**src/rtl/mem_pkg.sv**
```systemverilog
// ============================================================================
// Module      : mem_pkg
// Description : Shared types and constants for the memory-stage controller.
// Revision    : 1.0
// ============================================================================
`default_nettype none

package mem_pkg;

    localparam int DATA_W = 16;
    localparam int ADDR_W = 16;
    localparam logic [ADDR_W-1:0] SP_INIT = {ADDR_W{1'b1}};

    typedef enum logic [1:0] {
        IDLE   = 2'd0,
        ACCESS = 2'd1,
        RESP   = 2'd2
    } state_t;

    typedef enum logic [2:0] {
        CMD_NONE  = 3'd0,
        CMD_LOAD  = 3'd1,
        CMD_STORE = 3'd2,
        CMD_PUSH  = 3'd3,
        CMD_POP   = 3'd4
    } mem_cmd_t;

    // Illegal: both strobes, or a stack direction that disagrees with the strobe.
    function automatic logic is_illegal(input logic dmr, input logic dmw,
                                        input logic stk, input logic push);
        return (dmr && dmw) || (stk && (dmr ^ dmw) && (push != dmw));
    endfunction

    function automatic mem_cmd_t decode_cmd(input logic dmr, input logic dmw,
                                            input logic stk, input logic push);
        mem_cmd_t cmd;
        cmd = CMD_NONE;
        if (dmr ^ dmw) begin
            if (!stk)
                cmd = dmr ? CMD_LOAD : CMD_STORE;
            else if (push && dmw)
                cmd = CMD_PUSH;
            else if (!push && dmr)
                cmd = CMD_POP;
        end
        return cmd;
    endfunction

endpackage

`default_nettype wire

```
**src/rtl/mem_stage_ctrl_if.sv**
```systemverilog
// ============================================================================
// Module      : mem_stage_ctrl_if
// Description : Request/ready data-memory bus between the controller and RAM.
// Revision    : 1.0
// ============================================================================
`default_nettype none

interface mem_stage_ctrl_if #(
    parameter int ADDR_W = 16,
    parameter int DATA_W = 16
) ();
    logic              mem_req;
    logic              mem_we;
    logic [ADDR_W-1:0] mem_addr;
    logic [DATA_W-1:0] mem_wdata;
    logic              mem_ready;
    logic [DATA_W-1:0] mem_rdata;

    modport master (
        output mem_req, mem_we, mem_addr, mem_wdata,
        input  mem_ready, mem_rdata
    );

    modport slave (
        input  mem_req, mem_we, mem_addr, mem_wdata,
        output mem_ready, mem_rdata
    );
endinterface

`default_nettype wire

```
**src/rtl/stack_ptr.sv**
```systemverilog
// ============================================================================
// Module      : stack_ptr
// Description : Downward-growing stack pointer with wrap and sticky flags.
// Revision    : 1.0
// ============================================================================
`default_nettype none

module stack_ptr #(
    parameter int                ADDR_W  = 16,
    parameter logic [ADDR_W-1:0] SP_INIT = {ADDR_W{1'b1}}
) (
    input  wire logic              clk,
    input  wire logic              rst,
    input  wire logic              upd,
    input  wire logic              push,
    output logic      [ADDR_W-1:0] sp,
    output logic      [ADDR_W-1:0] pop_addr,
    output logic                   ovf,
    output logic                   unf
);
    logic [ADDR_W-1:0] r_sp;
    logic              r_ovf;
    logic              r_unf;

    always_ff @(posedge clk) begin
        if (rst) begin
            r_sp  <= SP_INIT;
            r_ovf <= 1'b0;
            r_unf <= 1'b0;
        end else if (upd) begin
            if (push) begin
                r_sp <= r_sp - ADDR_W'(1);
                if (r_sp == '0)
                    r_ovf <= 1'b1;
            end else begin
                r_sp <= r_sp + ADDR_W'(1);
                if (r_sp == '1)
                    r_unf <= 1'b1;
            end
        end
    end

    assign sp       = r_sp;
    assign pop_addr = r_sp + ADDR_W'(1);
    assign ovf      = r_ovf;
    assign unf      = r_unf;
endmodule

`default_nettype wire

```
**src/rtl/mem_stage_ctrl.sv**
```systemverilog
// ============================================================================
// Module      : mem_stage_ctrl
// Description : Memory-stage responder: loads, stores, push/pop with timeout.
// Revision    : 1.0
// ============================================================================
`default_nettype none

module mem_stage_ctrl #(
    parameter int                DATA_W  = mem_pkg::DATA_W,
    parameter int                ADDR_W  = mem_pkg::ADDR_W,
    parameter logic [ADDR_W-1:0] SP_INIT = {ADDR_W{1'b1}},
    parameter int                TIMEOUT = 15
) (
    input  wire logic              clk,
    input  wire logic              rst,
    input  wire logic              in_valid,
    input  wire logic              DMR,
    input  wire logic              DMW,
    input  wire logic              stack_operation,
    input  wire logic              push_pop,
    input  wire logic [ADDR_W-1:0] addr_in,
    input  wire logic [DATA_W-1:0] wdata_in,
    output logic                   stall,
    output logic                   out_valid,
    output logic      [DATA_W-1:0] rdata_out,
    output logic                   err,
    output logic      [ADDR_W-1:0] sp,
    output logic                   stk_ovf,
    output logic                   stk_unf,
    mem_stage_ctrl_if.master       mem
);
    import mem_pkg::*;

    localparam int CNT_W = (TIMEOUT > 1) ? $clog2(TIMEOUT) : 1;

    state_t            r_state,  w_state;
    mem_cmd_t          r_cmd,    w_cmd;
    logic              r_req,    w_req;
    logic              r_we,     w_we;
    logic [ADDR_W-1:0] r_addr,   w_addr;
    logic [DATA_W-1:0] r_wdata,  w_wdata;
    logic [DATA_W-1:0] r_cap,    w_cap;
    logic [CNT_W-1:0]  r_cnt,    w_cnt;
    logic              r_stall,  w_stall;
    logic              r_valid,  w_valid;
    logic              r_err,    w_err;
    logic [DATA_W-1:0] r_rdata,  w_rdata;
    logic              w_sp_upd;
    logic [ADDR_W-1:0] w_sp;
    logic [ADDR_W-1:0] w_pop_addr;
    mem_cmd_t          w_dec;

    stack_ptr #(
        .ADDR_W  (ADDR_W),
        .SP_INIT (SP_INIT)
    ) u_stack_ptr (
        .clk      (clk),
        .rst      (rst),
        .upd      (w_sp_upd),
        .push     (r_cmd == CMD_PUSH),
        .sp       (w_sp),
        .pop_addr (w_pop_addr),
        .ovf      (stk_ovf),
        .unf      (stk_unf)
    );

    always_ff @(posedge clk) begin
        if (rst) begin
            r_state <= IDLE;
            r_cmd   <= CMD_NONE;
            r_req   <= 1'b0;
            r_we    <= 1'b0;
            r_addr  <= '0;
            r_wdata <= '0;
            r_cap   <= '0;
            r_cnt   <= '0;
            r_stall <= 1'b0;
            r_valid <= 1'b0;
            r_err   <= 1'b0;
            r_rdata <= '0;
        end else begin
            r_state <= w_state;
            r_cmd   <= w_cmd;
            r_req   <= w_req;
            r_we    <= w_we;
            r_addr  <= w_addr;
            r_wdata <= w_wdata;
            r_cap   <= w_cap;
            r_cnt   <= w_cnt;
            r_stall <= w_stall;
            r_valid <= w_valid;
            r_err   <= w_err;
            r_rdata <= w_rdata;
        end
    end

    always_comb begin
        w_state  = r_state;
        w_cmd    = r_cmd;
        w_req    = r_req;
        w_we     = r_we;
        w_addr   = r_addr;
        w_wdata  = r_wdata;
        w_cap    = r_cap;
        w_cnt    = r_cnt;
        w_stall  = r_stall;
        w_valid  = 1'b0;
        w_err    = 1'b0;
        w_rdata  = '0;
        w_sp_upd = 1'b0;
        w_dec    = decode_cmd(DMR, DMW, stack_operation, push_pop);

        case (r_state)
            IDLE: begin
                if (in_valid) begin
                    if (is_illegal(DMR, DMW, stack_operation, push_pop)) begin
                        w_err = 1'b1;
                    end else if (w_dec != CMD_NONE) begin
                        w_state = ACCESS;
                        w_cmd   = w_dec;
                        w_req   = 1'b1;
                        w_stall = 1'b1;
                        w_cnt   = '0;
                        w_we    = (w_dec == CMD_STORE) || (w_dec == CMD_PUSH);
                        w_wdata = w_we ? wdata_in : '0;
                        case (w_dec)
                            CMD_PUSH: w_addr = w_sp;
                            CMD_POP:  w_addr = w_pop_addr;
                            default:  w_addr = addr_in;
                        endcase
                    end
                end
            end
            ACCESS: begin
                if (mem.mem_ready) begin
                    w_state  = RESP;
                    w_req    = 1'b0;
                    w_we     = 1'b0;
                    w_cap    = r_we ? '0 : mem.mem_rdata;
                    w_sp_upd = (r_cmd == CMD_PUSH) || (r_cmd == CMD_POP);
                end else if (r_cnt == CNT_W'(TIMEOUT - 1)) begin
                    // Abort: the command is dropped and SP is left untouched.
                    w_state = IDLE;
                    w_req   = 1'b0;
                    w_we    = 1'b0;
                    w_stall = 1'b0;
                    w_err   = 1'b1;
                end else begin
                    w_cnt = r_cnt + CNT_W'(1);
                end
            end
            RESP: begin
                w_state = IDLE;
                w_valid = 1'b1;
                w_rdata = r_cap;
                w_stall = 1'b0;
            end
            default: begin
                w_state = IDLE;
            end
        endcase
    end

    assign stall         = r_stall;
    assign out_valid     = r_valid;
    assign rdata_out     = r_rdata;
    assign err           = r_err;
    assign sp            = w_sp;
    assign mem.mem_req   = r_req;
    assign mem.mem_we    = r_we;
    assign mem.mem_addr  = r_addr;
    assign mem.mem_wdata = r_wdata;
endmodule

`default_nettype wire

```
**src/flat_wrapper.sv**
```systemverilog
// flat-port wrapper written by rule: the top's interface ports become plain ports
module mem_stage_ctrl_flat import mem_pkg::*;
#(
    parameter int                DATA_W  = mem_pkg::DATA_W,
    parameter int                ADDR_W  = mem_pkg::ADDR_W,
    parameter logic [ADDR_W-1:0] SP_INIT = {ADDR_W{1'b1}},
    parameter int                TIMEOUT = 15
)
  (clk, rst, in_valid, DMR, DMW, stack_operation, push_pop, addr_in, wdata_in, stall, out_valid, rdata_out, err, sp, stk_ovf, stk_unf, mem_mem_req, mem_mem_we, mem_mem_addr, mem_mem_wdata, mem_mem_ready, mem_mem_rdata);
  mem_stage_ctrl_if #(.ADDR_W(ADDR_W), .DATA_W(DATA_W)) mem_i ();
  input  wire logic clk;
  input  wire logic rst;
  input  wire logic in_valid;
  input  wire logic DMR;
  input  wire logic DMW;
  input  wire logic stack_operation;
  input  wire logic push_pop;
  input  wire logic [ADDR_W-1:0] addr_in;
  input  wire logic [DATA_W-1:0] wdata_in;
  output logic stall;
  output logic out_valid;
  output logic      [DATA_W-1:0] rdata_out;
  output logic err;
  output logic      [ADDR_W-1:0] sp;
  output logic stk_ovf;
  output logic stk_unf;
  output wire logic [$bits(mem_i.mem_req)-1:0] mem_mem_req;
  output wire logic [$bits(mem_i.mem_we)-1:0] mem_mem_we;
  output wire logic [$bits(mem_i.mem_addr)-1:0] mem_mem_addr;
  output wire logic [$bits(mem_i.mem_wdata)-1:0] mem_mem_wdata;
  input wire logic [$bits(mem_i.mem_ready)-1:0] mem_mem_ready;
  input wire logic [$bits(mem_i.mem_rdata)-1:0] mem_mem_rdata;
  assign mem_mem_req = mem_i.mem_req;
  assign mem_mem_we = mem_i.mem_we;
  assign mem_mem_addr = mem_i.mem_addr;
  assign mem_mem_wdata = mem_i.mem_wdata;
  assign mem_i.mem_ready = mem_mem_ready;
  assign mem_i.mem_rdata = mem_mem_rdata;
  mem_stage_ctrl #(.DATA_W(DATA_W), .ADDR_W(ADDR_W), .SP_INIT(SP_INIT), .TIMEOUT(TIMEOUT)) u_core (.clk(clk), .rst(rst), .in_valid(in_valid), .DMR(DMR), .DMW(DMW), .stack_operation(stack_operation), .push_pop(push_pop), .addr_in(addr_in), .wdata_in(wdata_in), .stall(stall), .out_valid(out_valid), .rdata_out(rdata_out), .err(err), .sp(sp), .stk_ovf(stk_ovf), .stk_unf(stk_unf), .mem(mem_i));
endmodule
```
**config.mk**
```make
export PLATFORM = sky130hd
export DESIGN_NAME = mem_stage_ctrl_flat
export DESIGN_NICKNAME = d
export VERILOG_FILES = /design/src/rtl/mem_pkg.sv /design/src/rtl/mem_stage_ctrl_if.sv /design/src/rtl/stack_ptr.sv /design/src/rtl/mem_stage_ctrl.sv /design/src/flat_wrapper.sv
export SDC_FILE = /design/constraint.sdc
export NUM_CORES = 1
export LEC_CHECK = 0
export ABC_AREA = 1
export CORE_ASPECT_RATIO = 1.25
export CORE_UTILIZATION = 39
export CTS_CLUSTER_DIAMETER = 200
export DETAILED_ROUTE_END_ITERATION = 12
export HOLD_SLACK_MARGIN = 0.02
export PLACE_DENSITY = 0.66
export SLEW_MARGIN = 20
export SYNTH_ARGS = -nofsm -noshare
export SYNTH_HDL_FRONTEND = slang
export SYNTH_HIERARCHICAL = 1
export SYNTH_SLANG_ARGS = --single-unit
```
**constraint.sdc**
```tcl
create_clock -name clk -period 4.5 [get_ports clk]
set_input_delay 0.9 -clock clk [delete_from_list [all_inputs] [get_ports clk]]
set_output_delay 0.9 -clock clk [all_outputs]
set_load 0.01 [all_outputs]
```
==> out/results.txt <==
status - finished, final reports clean
worst-path maximum fanout - 36
area grow syn2layout - 33.9%
clk sink count - 96
Leak - 0.00270 uW
chip width - 102 um
TritonRoute pass-1 iters - 5
nets@finish - 871
first-pass GRT wire length - 22100 um
worst min path class - reg -> reg
number of antenna violations at the first check in global routing - 0
fin. max-slew vios - 0
Most common cell on crit path - nor2_1
Vias - 4817
fin util - 0.535
Site Rows - 45
Detail Route Antenna Nets - 0
Max-Cap Viols - 0
RSZ-0062 raised after global routing - no
number of buffers added for setup after CTS - 0
final count of hold timing violations - 0
multi-input logic area - 2500 um2
CTS root buffer - clkbuf_16
CP max stage cell - clkdlybuf4s50_1
Final Instance Area - 6500 um2
Die Ht - 127 um
clk buf depth - 2
placed wire-length estimate - 10200 um
synth unique cells - 40
total track usage - 0.218
CP Launch Type - input pin
count of state elements after synthesis - 96
Tmin final - 2.86 ns
top cells by count, synth - nand2_1, dfxtp_1, nor2_1, a21oi_1, inv_1
H-tree depth - 3
vias in the first global route - 4625
EDFF count, synth - 0
synthesized net count - 758
Synth area leader - dfxtp_1
DRC viols - 0
hold-fix buffer count after cts - 0
slowest cell delay on critical path - 0.46 ns
placed inst area - 6190 um2
IO buf count - 126
Avg WL per Cell - 14.0 um
Layout Skew - 0.00893 ns
Worst slew margin - 0.529
Worst setup EP type - flip-flop
ant diodes - 0
Critical Path AT - 3.10 ns
Least-Margin Pin Slew - 0.706 ns
largest net degree at the start of global routing - 65
Ys Warns - 6
Cell Area, Synth - 4850 um2
vias per cell - 4.95
Avg Cell Area, Syn - 7.02 um2
Die Area - 12900 um2
Max Freq - 350 MHz
share of cells above drive strength 1 - 0.0716
Worst Path Required - 4.74 ns
asr flop ratio synth - 0
Post-Synthesis Cells - 692
final period utilization - 0.635
1st-iter DRT viols - 243
Primary FF master, synth - dfxtp_1
top post-synthesis cells by area - dfxtp_1, nand2_1, a21oi_1
# IOs - 127
CP top delay family - simple AND/OR/NAND/NOR gates
power per cell area - 302 nW/um2
TritonCTS clock tree - yes
total congestion overflow - 0
Buf/Inv on CP - 2
CTS resizes - 0
Seq/Total Area, Yosys - 0.396
setup_tns - 0 ns
top-area cell type share of the netlist area - 0.396
Starting Density - 0.399
Routed Wire Length - 13600 um
register area - 1920 um2
clk slew on worst S/H paths - 0.07 ns
# fillers - 1196
most frequent cell after synthesis - nand2_1
CP cell instances - clkdlybuf4s50_1, ha_1, nand2_2, nand2_4, nand3_4, inv_4, nand2_1, nor2_1, nor2_1
Setup-failing EPs final - 0
Setup CP Type - in -> reg
CTS Buf Count - 9
core box area - 12200 um2
GPL Wtd Cong - 0.885
maximum VDD drop - 172 uV
worst skew pair latency - 0.34 ns
-- logic make-up after synthesis --
group,count (synthesis),share of synthesized area
AO/OA/AOI/OAI,123,0.140
XOR/XNOR,10,0.0196
adder cells (fa/ha/maj),10,0.0258
buffers and inverters,102,0.0884
flip-flops,96,0.396
AND/OR/NAND/NOR,351,0.330
-- sequential cells by signal, summed over array words and instances (netlist names) --
name / count
u_core/mem.mem_addr: 16
u_core/mem.mem_wdata: 16
u_core/err: 1
u_core/mem.mem_req: 1
u_core/r_cap: 16
u_core/u_stack_ptr/unf: 1
u_core/mem.mem_we: 1
u_core/r_state: 2
u_core/r_cmd: 3
u_core/stall: 1
u_core/r_cnt: 4
u_core/u_stack_ptr/sp: 16
u_core/out_valid: 1
u_core/u_stack_ptr/ovf: 1
u_core/rdata_out: 16
-- stage by stage --
stage	hold slack (ns)	std cells	setup slack (ns)	power [uW]
detailed placement	0.426	958	1.27	1190
CTS	0.438	974	1.64	1980
finish	0.437	974	1.64	1960
floorplan	0.417	692	2.23	1070
global route	0.453	974	1.43	2050
global placement	0.422	958	1.34	1180
-- metal layers --
layer  share of wire  vias up  global-route usage
met5               0        -                   0
li1                -     2471                   -
met1            0.42     2164               0.258
met2            0.50      154               0.379
met3           0.052       28              0.0275
met4           0.031        0               0.113
-- power breakdown --
part | internal [uW] | switching [uW]
logic | 124 | 145
clock network | 443 | 351
registers | 882 | 19.0
-- final timing paths --
check        slack, ns                           start                                  end  depth (start not counted)
max reg2reg       2.15  u_core/r_state[1]$_SDFFE_PP0P_  u_core/u_stack_ptr/unf$_SDFFE_PP0P_                         10
max               1.64                             DMR  u_core/mem.mem_addr[3]$_SDFFE_PP0P_                          9
min               0.44    u_core/r_cap[8]$_SDFFE_PP0P_       u_core/rdata_out[8]$_SDFF_PP0_                          2
min reg2reg       0.44    u_core/r_cap[8]$_SDFFE_PP0P_       u_core/rdata_out[8]$_SDFF_PP0_                          2
-- cell type report --
cell class / count / share of cell area
Multi-Input combinational cell: 494 / 0.385
Timing Repair Buffer: 129 / 0.197
Clock buffer: 9 / 0.0346
Inverter: 75 / 0.0437
Sequential cell: 96 / 0.296
Clock inverter: 7 / 0.0129
Tap cell: 164 / 0.0316
-- tightest hold or removal path, cell delays in order (launching register included) --
cell and delay [ns]:
dfxtp_1 0.30, inv_1 0.06, nor2_1 0.04
-- placed cells by master (no fill, tap or decap), drive strengths merged, types with 5 or more instances in the layout --
cell,netlist,routed
a211oi,16,16
a21oi,67,67
clkbuf,13,9
clkdlybuf4s50,0,125
dfxtp,96,96
ha,10,10
inv,72,77
nand2,179,179
nand3,53,53
nand3b,8,8
nand4,7,7
nor2,96,96
nor3,5,5
o211ai,6,6
o21ai,31,31
xor2,8,8
Note: power is estimated with default switching activity, not from simulation.
